--- src/rtl/d_cache_ctrl_pkg.sv ---
// d_cache_pkg: shared widths, state encoding, request record and address
// helpers for the direct-mapped data-cache controller (d_cache_ctrl).
//   ADDR_W/INDEX_W/OFFSET_W/DATA_W : address, index, offset and line widths
//   TAG_W                          : derived tag width (55 by default)
//   addr_tag/addr_index/line_addr  : address field extraction
package d_cache_pkg;

  localparam int unsigned ADDR_W   = 64;
  localparam int unsigned INDEX_W  = 6;
  localparam int unsigned OFFSET_W = 3;
  localparam int unsigned DATA_W   = 64;
  localparam int unsigned TAG_W    = ADDR_W - INDEX_W - OFFSET_W;
  localparam int unsigned MASK_W   = DATA_W / 8;

  typedef logic [ADDR_W-1:0]  addr_t;
  typedef logic [TAG_W-1:0]   tag_t;
  typedef logic [INDEX_W-1:0] index_t;
  typedef logic [DATA_W-1:0]  data_t;
  typedef logic [MASK_W-1:0]  mask_t;

  typedef enum logic [2:0] {
    INIT,
    IDLE,
    LOOKUP,
    MEM_RD,
    MEM_RD_WAIT,
    MEM_WR,
    MEM_WR_WAIT
  } state_e;

  // Request captured on accept; held for the rest of the transaction.
  typedef struct packed {
    logic  we;
    addr_t addr;
    data_t wdata;
    mask_t wmask;
  } req_t;

  function automatic tag_t addr_tag(input addr_t a);
    return a[ADDR_W-1 -: TAG_W];
  endfunction

  function automatic index_t addr_index(input addr_t a);
    return a[OFFSET_W +: INDEX_W];
  endfunction

  // Doubleword-aligned address presented to memory.
  function automatic addr_t line_addr(input addr_t a);
    return {a[ADDR_W-1:OFFSET_W], {OFFSET_W{1'b0}}};
  endfunction

endpackage

--- src/rtl/d_cache_ctrl_if.sv ---
// Bus interfaces of the data-cache controller.
//   d_cache_cpu_if : LSU request/response port
//     master = LSU side, slave = cache side
//     cpu_req_valid/ready handshake, addr, we, wdata, wmask;
//     cpu_resp_valid one-cycle completion pulse with cpu_resp_rdata
//   d_cache_mem_if : memory bus
//     master = cache side, slave = memory side
//     mem_req_valid/ready handshake, addr, we, wdata, wmask;
//     mem_resp_valid with mem_resp_rdata (read data or write ack)
interface d_cache_cpu_if;
  import d_cache_pkg::*;

  logic  cpu_req_valid;
  logic  cpu_req_ready;
  addr_t cpu_req_addr;
  logic  cpu_req_we;
  data_t cpu_req_wdata;
  mask_t cpu_req_wmask;
  logic  cpu_resp_valid;
  data_t cpu_resp_rdata;

  modport master (
    output cpu_req_valid, cpu_req_addr, cpu_req_we, cpu_req_wdata, cpu_req_wmask,
    input  cpu_req_ready, cpu_resp_valid, cpu_resp_rdata
  );

  modport slave (
    input  cpu_req_valid, cpu_req_addr, cpu_req_we, cpu_req_wdata, cpu_req_wmask,
    output cpu_req_ready, cpu_resp_valid, cpu_resp_rdata
  );
endinterface

interface d_cache_mem_if;
  import d_cache_pkg::*;

  logic  mem_req_valid;
  logic  mem_req_ready;
  addr_t mem_req_addr;
  logic  mem_req_we;
  data_t mem_req_wdata;
  mask_t mem_req_wmask;
  logic  mem_resp_valid;
  data_t mem_resp_rdata;

  modport master (
    output mem_req_valid, mem_req_addr, mem_req_we, mem_req_wdata, mem_req_wmask,
    input  mem_req_ready, mem_resp_valid, mem_resp_rdata
  );

  modport slave (
    input  mem_req_valid, mem_req_addr, mem_req_we, mem_req_wdata, mem_req_wmask,
    output mem_req_ready, mem_resp_valid, mem_resp_rdata
  );
endinterface

--- src/rtl/d_cache_ctrl.sv ---
// d_cache_ctrl: direct-mapped, write-through / no-write-allocate data-cache
// controller between the LSU and external tag RAM (64 x {valid, 55-bit tag}),
// data RAM (64 x 64-bit) and the memory bus.
// Ports:
//   clk, rst        : clock, asynchronous active-low reset
//   cpu (slave)     : LSU request/response
//   mem (master)    : memory request/response
//   tag_addr/tag_we/tag_wdata, tag_rdata/tag_rvalid : tag RAM (registered read)
//   data_addr/data_we/data_wmask/data_wdata, data_rdata : data RAM (registered read)
//   flush_req/flush_done : only when D_CACHE_FLUSH_EN is defined
// After reset (and after a flush) an INIT sweep clears all 64 valid bits.
module d_cache_ctrl
  import d_cache_pkg::*;
(
  input  logic              clk,
  input  logic              rst,
  d_cache_cpu_if.slave      cpu,
  d_cache_mem_if.master     mem,
  output index_t            tag_addr,
  output logic              tag_we,
  output logic [TAG_W:0]    tag_wdata,
  input  tag_t              tag_rdata,
  input  logic              tag_rvalid,
  output index_t            data_addr,
  output logic              data_we,
  output mask_t             data_wmask,
  output data_t             data_wdata,
  input  data_t             data_rdata
`ifdef D_CACHE_FLUSH_EN
  ,
  input  logic              flush_req,
  output logic              flush_done
`endif
);

  state_e state, state_nxt;
  index_t cnt;
  req_t   req;
  logic   accept;
  logic   hit;
  logic   flush_hold;
  logic   sweep_last;

`ifdef D_CACHE_FLUSH_EN
  logic   flush_pend;
  assign flush_hold = flush_req;
`else
  assign flush_hold = 1'b0;
`endif

  assign hit        = tag_rvalid && (tag_rdata == addr_tag(req.addr));
  assign sweep_last = (state == INIT) && (cnt == '1);

  always_ff @(posedge clk or negedge rst) begin
    if (!rst) begin
      state <= INIT;
      cnt   <= '0;
      req   <= '0;
    end else begin
      state <= state_nxt;
      // 6-bit counter wraps 63 -> 0, so every sweep starts at index 0.
      if (state == INIT) cnt <= cnt + 1'b1;
      if (accept) begin
        req.we    <= cpu.cpu_req_we;
        req.addr  <= cpu.cpu_req_addr;
        req.wdata <= cpu.cpu_req_wdata;
        req.wmask <= cpu.cpu_req_wmask;
      end
    end
  end

`ifdef D_CACHE_FLUSH_EN
  always_ff @(posedge clk or negedge rst) begin
    if (!rst) begin
      flush_pend <= 1'b0;
    end else if (state == IDLE && flush_req) begin
      flush_pend <= 1'b1;
    end else if (sweep_last) begin
      flush_pend <= 1'b0;
    end
  end

  // Pulse on the final sweep cycle, i.e. the INIT -> IDLE transition.
  assign flush_done = flush_pend && sweep_last;
`endif

  always_comb begin
    state_nxt           = state;
    accept              = 1'b0;
    cpu.cpu_req_ready   = 1'b0;
    cpu.cpu_resp_valid  = 1'b0;
    cpu.cpu_resp_rdata  = '0;
    tag_addr            = addr_index(req.addr);
    tag_we              = 1'b0;
    tag_wdata           = '0;
    data_addr           = addr_index(req.addr);
    data_we             = 1'b0;
    data_wmask          = '0;
    data_wdata          = '0;
    mem.mem_req_valid   = 1'b0;
    mem.mem_req_addr    = '0;
    mem.mem_req_we      = 1'b0;
    mem.mem_req_wdata   = '0;
    mem.mem_req_wmask   = '0;

    unique case (state)
      INIT: begin
        tag_addr = cnt;
        // The sweep write is gated by rst so tag_we reads 0 while reset is held.
        tag_we   = rst;
        if (sweep_last) state_nxt = IDLE;
      end

      IDLE: begin
        tag_addr  = addr_index(cpu.cpu_req_addr);
        data_addr = addr_index(cpu.cpu_req_addr);
        if (flush_hold) begin
          state_nxt = INIT;
        end else begin
          cpu.cpu_req_ready = 1'b1;
          if (cpu.cpu_req_valid) begin
            accept    = 1'b1;
            state_nxt = LOOKUP;
          end
        end
      end

      LOOKUP: begin
        if (req.we) begin
          if (hit) begin
            data_we    = 1'b1;
            data_wmask = req.wmask;
            data_wdata = req.wdata;
          end
          state_nxt = MEM_WR;
        end else if (hit) begin
          cpu.cpu_resp_valid = 1'b1;
          cpu.cpu_resp_rdata = data_rdata;
          state_nxt          = IDLE;
        end else begin
          state_nxt = MEM_RD;
        end
      end

      MEM_RD: begin
        mem.mem_req_valid = 1'b1;
        mem.mem_req_addr  = line_addr(req.addr);
        if (mem.mem_req_ready) state_nxt = MEM_RD_WAIT;
      end

      MEM_RD_WAIT: begin
        if (mem.mem_resp_valid) begin
          tag_we             = 1'b1;
          tag_wdata          = {1'b1, addr_tag(req.addr)};
          data_we            = 1'b1;
          data_wmask         = '1;
          data_wdata         = mem.mem_resp_rdata;
          cpu.cpu_resp_valid = 1'b1;
          cpu.cpu_resp_rdata = mem.mem_resp_rdata;
          state_nxt          = IDLE;
        end
      end

      MEM_WR: begin
        mem.mem_req_valid = 1'b1;
        mem.mem_req_addr  = line_addr(req.addr);
        mem.mem_req_we    = 1'b1;
        mem.mem_req_wdata = req.wdata;
        mem.mem_req_wmask = req.wmask;
        if (mem.mem_req_ready) state_nxt = MEM_WR_WAIT;
      end

      MEM_WR_WAIT: begin
        if (mem.mem_resp_valid) begin
          cpu.cpu_resp_valid = 1'b1;
          state_nxt          = IDLE;
        end
      end

      default: state_nxt = INIT;
    endcase
  end

endmodule

--- src/flat_wrapper.sv ---
// flat-port wrapper written by rule: the top's interface ports become plain ports
module d_cache_ctrl_flat import d_cache_pkg::*;
  (clk, rst, tag_addr, tag_we, tag_wdata, tag_rdata, tag_rvalid, data_addr, data_we, data_wmask, data_wdata, data_rdata, cpu_cpu_req_valid, cpu_cpu_req_addr, cpu_cpu_req_we, cpu_cpu_req_wdata, cpu_cpu_req_wmask, cpu_cpu_req_ready, cpu_cpu_resp_valid, cpu_cpu_resp_rdata, mem_mem_req_valid, mem_mem_req_addr, mem_mem_req_we, mem_mem_req_wdata, mem_mem_req_wmask, mem_mem_req_ready, mem_mem_resp_valid, mem_mem_resp_rdata);
  d_cache_cpu_if cpu_i ();
  d_cache_mem_if mem_i ();
  input  logic clk;
  input  logic rst;
  output index_t tag_addr;
  output logic tag_we;
  output logic [TAG_W:0] tag_wdata;
  input  tag_t tag_rdata;
  input  logic tag_rvalid;
  output index_t data_addr;
  output logic data_we;
  output mask_t data_wmask;
  output data_t data_wdata;
  input  data_t data_rdata;
  input wire logic [$bits(cpu_i.cpu_req_valid)-1:0] cpu_cpu_req_valid;
  input wire logic [$bits(cpu_i.cpu_req_addr)-1:0] cpu_cpu_req_addr;
  input wire logic [$bits(cpu_i.cpu_req_we)-1:0] cpu_cpu_req_we;
  input wire logic [$bits(cpu_i.cpu_req_wdata)-1:0] cpu_cpu_req_wdata;
  input wire logic [$bits(cpu_i.cpu_req_wmask)-1:0] cpu_cpu_req_wmask;
  output wire logic [$bits(cpu_i.cpu_req_ready)-1:0] cpu_cpu_req_ready;
  output wire logic [$bits(cpu_i.cpu_resp_valid)-1:0] cpu_cpu_resp_valid;
  output wire logic [$bits(cpu_i.cpu_resp_rdata)-1:0] cpu_cpu_resp_rdata;
  output wire logic [$bits(mem_i.mem_req_valid)-1:0] mem_mem_req_valid;
  output wire logic [$bits(mem_i.mem_req_addr)-1:0] mem_mem_req_addr;
  output wire logic [$bits(mem_i.mem_req_we)-1:0] mem_mem_req_we;
  output wire logic [$bits(mem_i.mem_req_wdata)-1:0] mem_mem_req_wdata;
  output wire logic [$bits(mem_i.mem_req_wmask)-1:0] mem_mem_req_wmask;
  input wire logic [$bits(mem_i.mem_req_ready)-1:0] mem_mem_req_ready;
  input wire logic [$bits(mem_i.mem_resp_valid)-1:0] mem_mem_resp_valid;
  input wire logic [$bits(mem_i.mem_resp_rdata)-1:0] mem_mem_resp_rdata;
  assign cpu_i.cpu_req_valid = cpu_cpu_req_valid;
  assign cpu_i.cpu_req_addr = cpu_cpu_req_addr;
  assign cpu_i.cpu_req_we = cpu_cpu_req_we;
  assign cpu_i.cpu_req_wdata = cpu_cpu_req_wdata;
  assign cpu_i.cpu_req_wmask = cpu_cpu_req_wmask;
  assign cpu_cpu_req_ready = cpu_i.cpu_req_ready;
  assign cpu_cpu_resp_valid = cpu_i.cpu_resp_valid;
  assign cpu_cpu_resp_rdata = cpu_i.cpu_resp_rdata;
  assign mem_mem_req_valid = mem_i.mem_req_valid;
  assign mem_mem_req_addr = mem_i.mem_req_addr;
  assign mem_mem_req_we = mem_i.mem_req_we;
  assign mem_mem_req_wdata = mem_i.mem_req_wdata;
  assign mem_mem_req_wmask = mem_i.mem_req_wmask;
  assign mem_i.mem_req_ready = mem_mem_req_ready;
  assign mem_i.mem_resp_valid = mem_mem_resp_valid;
  assign mem_i.mem_resp_rdata = mem_mem_resp_rdata;
  d_cache_ctrl u_core (.clk(clk), .rst(rst), .cpu(cpu_i), .mem(mem_i), .tag_addr(tag_addr), .tag_we(tag_we), .tag_wdata(tag_wdata), .tag_rdata(tag_rdata), .tag_rvalid(tag_rvalid), .data_addr(data_addr), .data_we(data_we), .data_wmask(data_wmask), .data_wdata(data_wdata), .data_rdata(data_rdata));
endmodule
--- config.mk ---
export PLATFORM = sky130hd
export DESIGN_NAME = d_cache_ctrl_flat
export DESIGN_NICKNAME = d
export VERILOG_FILES = /design/src/rtl/d_cache_ctrl_pkg.sv /design/src/rtl/d_cache_ctrl_if.sv /design/src/rtl/d_cache_ctrl.sv /design/src/flat_wrapper.sv
export SDC_FILE = /design/constraint.sdc
export NUM_CORES = 1
export LEC_CHECK = 0
export CORE_AREA = 10 10 252 254
export CTS_BUF_LIST = sky130_fd_sc_hd__clkbuf_4 sky130_fd_sc_hd__clkbuf_8 sky130_fd_sc_hd__clkbuf_16
export DETAILED_ROUTE_END_ITERATION = 10
export DIE_AREA = 0 0 262 264
export PLACE_DENSITY = 0.54
export SYNTH_ARGS = -nofsm -noshare
export SYNTH_HDL_FRONTEND = slang
export SYNTH_SLANG_ARGS = --single-unit
--- constraint.sdc ---
create_clock -name clk -period 7 [get_ports clk]
set_input_delay 1.4 -clock clk [delete_from_list [all_inputs] [get_ports clk]]
set_output_delay 1.4 -clock clk [all_outputs]
set_load 0.01 [all_outputs]
==> qor.tcl <==
set qor(globalRouteOverflowTotal) 0
set qor(grt_first_pass_wirelength_mm) 78.0
set qor(nNetsFinal) 1957
set qor(routed_via_density) 4.20
set qor(timing.rr.start) {u_core.state[1]}
set qor(cts_max_path_buffers) 2
set qor(number_of_h_tree_levels) 4
set qor(yosys_register_bits) 143
set qor(final.setup_skew_ns) 0.0108
set qor(timing.critical_path.fanout_max) 41
set qor(power.ir.vdd_worst_uv) 177
set qor(fillers) 6100
set qor(total_via_count_in_the_routed_design) 10200
set qor(gp_congestion) 0.885
set qor(post-cts-setup-buffers) 0
set qor(cts.sinks) 143
set qor(fp.coreArea_um2) 58500
set qor(critical_path_rt_ns) 5.60
set qor(vias_in_the_first_global_route) 10600
set qor(worst_setup_path_type) {primary input to primary output}
set qor(synth-warning-count) 0
set qor(number_of_setup_violations_in_the_final_report) 0
set qor(postCtsHoldBufs) 0
set qor(hpwl_after_dpl_mm) 43.7
set qor(cellPowerDensity_nw_per_um2) 318
set qor(timing.final.hold_violations) 0
set qor(buffer_ports.inserted) 665
set qor(firstDrtPassIters) 4
set qor(fin_total_pwr_uw) 5630
set qor(power.leakage_uw) 0.00681
set qor(syn_inst) 1019
set qor(grt_max_degree) 140
set qor(ctsResizeCount) 0
set qor(timing.reg2reg.worst_path_depth) 6
set qor(fp-row-count) 89
set qor(critical_path.startpoint) {tag_rdata[25]}
set qor(drv.max_cap_violation_count) 0
set qor(hold-path-cell-count) 1
set qor(drive_above_1_share) 0.146
set qor(synth.avg_cell_area_um2) 9.46
set qor(fin_crit_ns) 6.34
set qor(drc) 0
set qor(hold_path.startpoint) {u_core.req[59]}
set qor(dr.first_iter.drc_count) 586
set qor(clock_tree.root_cell) {sky130_fd_sc_hd__clkbuf_16}
set qor(clock_latency_ns) 0.47
set qor(synthArstFlopShare) 1.00
set qor(synth_sequential_area_ratio) 0.371
set qor(slew_viol_final) 0
set qor(slew-limit-headroom) 0.434
set qor(chipHeight_um) 264
set qor(post-route-period-util) 0.905
set qor(cts-buffers-inserted) 17
set qor(area_growth_syn_to_layout_pct) 83.9
set qor(die_w_um) 262
set qor(max_freq_mhz) 158
set qor(grt_util_all_layers) 0.153
set qor(setup_repair_after_global_routing_missed_its_margin) {false}
set qor(crit_path_start_kind) {primary input}
set qor(synth_enable_flop_cells) 0
set qor(min-delay-path-class) {flop to flop}
set qor(synth.lib_cells_used.distinct) 45
set qor(io_pins) 672
set qor(wl_per_cell_um) 22.7
set qor(antenna_found_initial) 6
set qor(final.setup.tns_ns) 0
set qor(status) {finished clean}
set qor(postRouteAntennaNets) 0
set qor(netlist_area_um2) 9640
set qor(worst_slew_pin_slew_ns) 0.846
set qor(worstPathArrival_ns) 4.94
set qor(die-area_um2) 69200
set qor(tritoncts) {built}
set qor(starting_density_of_the_core) 0.165
set qor(postSynth.topFlopCell) {sky130_fd_sc_hd__dfrtp_1}
set qor(worstSetupEndpointType) {primary output}
set qor(clkTransAtPathRegs_ns) 0.07
set qor(detail_route.wirelength_mm) 55.1
per-layer routing:
layer,global-route usage,part of all wire,vias up
met1,0.176,0.40,5002
li1,-,-,4794
met3,0.0453,0.080,28
met5,0,0,-
met4,0.0391,0.013,0
met2,0.272,0.51,360
synth_stat cells, types with 2 or more instances:
library cell | instances | area [µm²]
sky130_fd_sc_hd__nand4b_1 | 2 | 17.5
sky130_fd_sc_hd__nand2b_1 | 16 | 100
sky130_fd_sc_hd__clkbuf_1 | 60 | 225
sky130_fd_sc_hd__mux2_2 | 135 | 1520
sky130_fd_sc_hd__and2_1 | 122 | 763
sky130_fd_sc_hd__mux2i_1 | 8 | 80.1
sky130_fd_sc_hd__o21ai_2 | 50 | 438
sky130_fd_sc_hd__nand2_1 | 151 | 567
sky130_fd_sc_hd__xnor2_1 | 18 | 158
sky130_fd_sc_hd__nand4_1 | 10 | 62.6
sky130_fd_sc_hd__or2_2 | 2 | 12.5
sky130_fd_sc_hd__and3_1 | 63 | 394
sky130_fd_sc_hd__nor2_1 | 6 | 22.5
sky130_fd_sc_hd__nor2b_1 | 4 | 25.0
sky130_fd_sc_hd__o22ai_1 | 2 | 12.5
sky130_fd_sc_hd__o21ai_0 | 21 | 105
sky130_fd_sc_hd__dfrtp_1 | 143 | 3580
sky130_fd_sc_hd__a21o_1 | 9 | 67.6
sky130_fd_sc_hd__o21ai_1 | 10 | 50.1
sky130_fd_sc_hd__o2111ai_1 | 3 | 26.3
sky130_fd_sc_hd__buf_4 | 12 | 90.1
sky130_fd_sc_hd__a22o_1 | 64 | 561
sky130_fd_sc_hd__buf_1 | 4 | 15.0
sky130_fd_sc_hd__nand3b_1 | 2 | 15.0
sky130_fd_sc_hd__nor3_1 | 7 | 35.0
sky130_fd_sc_hd__buf_6 | 6 | 67.6
sky130_fd_sc_hd__xor2_1 | 33 | 289
sky130_fd_sc_hd__nand3_1 | 4 | 20.0
sky130_fd_sc_hd__inv_1 | 12 | 45.0
sky130_fd_sc_hd__buf_2 | 5 | 25.0
sky130_fd_sc_hd__nor4_1 | 21 | 131
flip-flops by register name, summed over array words and instances, names as in the netlist:
signal and cells:
u_core.req 134, u_core.cnt 6, u_core.state 3
layout make-up:
class | instances | area [µm²] | share of cell area
diodes | 6 | 15.0 | 0.000847
clock buffers | 18 | 433 | 0.0244
clock inverters | 14 | 230 | 0.0130
inverters | 12 | 45.0 | 0.00254
multi-input cells | 779 | 5640 | 0.318
flip-flops and latches | 143 | 3580 | 0.202
well taps | 773 | 967 | 0.0546
repair buffers | 677 | 6810 | 0.384
where the power goes:
group / leakage, µW / switching (µW) / total, µW / internal, µW
clock: 0.000315 / 428 / 1070 / 644
sequential: 0.00170 / 522 / 1780 / 1250
combinational: 0.00479 / 1290 / 2780 / 1490
metrics by stage:
step / cells / cell area, µm² / util / hold WS [ns] / worst slack (ns)
after detailed placement: 2384 / 17000 / 0.292 / 0.517 / 0.638
after floorplan: 1021 / 9650 / - / 0.455 / 2.55
after CTS: 2416 / 17700 / 0.303 / 0.533 / 0.637
after global placement: 2384 / 17000 / 0.292 / 0.509 / 0.741
final: 2422 / 17700 / 0.303 / 0.526 / 0.665
after global routing: 2419 / 17700 / 0.303 / 0.538 / 0.533
critical path: stages:
cell and delay (ns):
sky130_fd_sc_hd__clkdlybuf4s50_1 0.43, sky130_fd_sc_hd__xnor2_1 0.25, sky130_fd_sc_hd__nand4_1 0.31, sky130_fd_sc_hd__nor4_1 0.47, sky130_fd_sc_hd__nand3_1 0.13, sky130_fd_sc_hd__or4_4 0.76, sky130_fd_sc_hd__buf_12 0.32, sky130_fd_sc_hd__o21ai_2 0.20
sky130_fd_sc_hd__clkdlybuf4s50_1 0.57
path summary, 6_finish.rpt:
kind,endpoint,slack [ns]
min in group asynchronous,u_core.req[96],0.83
setup / recovery,cpu_cpu_resp_rdata[61],0.66
hold reg to reg,u_core.req[59],0.53
setup reg to reg,u_core.req[16],3.80
max in group asynchronous,u_core.state[0],4.94
hold / removal,u_core.req[59],0.53
cells in the final DEF, fill, tap and decap left out, drive strengths merged, types with 3 or more instances in the layout:
| master | instances |
|---|---|
| a21o | 9 |
| a22o | 64 |
| and2 | 123 |
| and3 | 63 |
| buf | 13 |
| bufinv | 5 |
| clkbuf | 18 |
| clkdlybuf4s50 | 664 |
| clkinvlp | 3 |
| conb | 3 |
| dfrtp | 143 |
| diode | 6 |
| inv | 17 |
| mux2 | 135 |
| mux2i | 8 |
| nand2 | 151 |
| nand2b | 16 |
| nand3 | 4 |
| nand4 | 10 |
| nor2 | 6 |
| nor2b | 4 |
| nor3 | 8 |
| nor4 | 21 |
| o2111ai | 3 |
| o21ai | 81 |
| xnor2 | 18 |
| xor2 | 33 |
logic make-up (layout without fill, tap and decap cells):
| logic type | Yosys count | count (layout) | share of synthesized area |
|---|---|---|---|
| DFF | 143 | 143 | 0.371 |
| AOI/OAI and AO/OA | 166 | 166 | 0.137 |
| xor gates and xnor gates | 51 | 51 | 0.0463 |
| adders and majority gates | 1 | 1 | 0.00130 |
| and+or+nand+nor | 415 | 415 | 0.229 |
| buffers and inverters | 99 | 721 | 0.0486 |
| other | 1 | 9 | 0.000389 |
| muxes | 143 | 143 | 0.166 |
(Power assumes the default switching activity.)
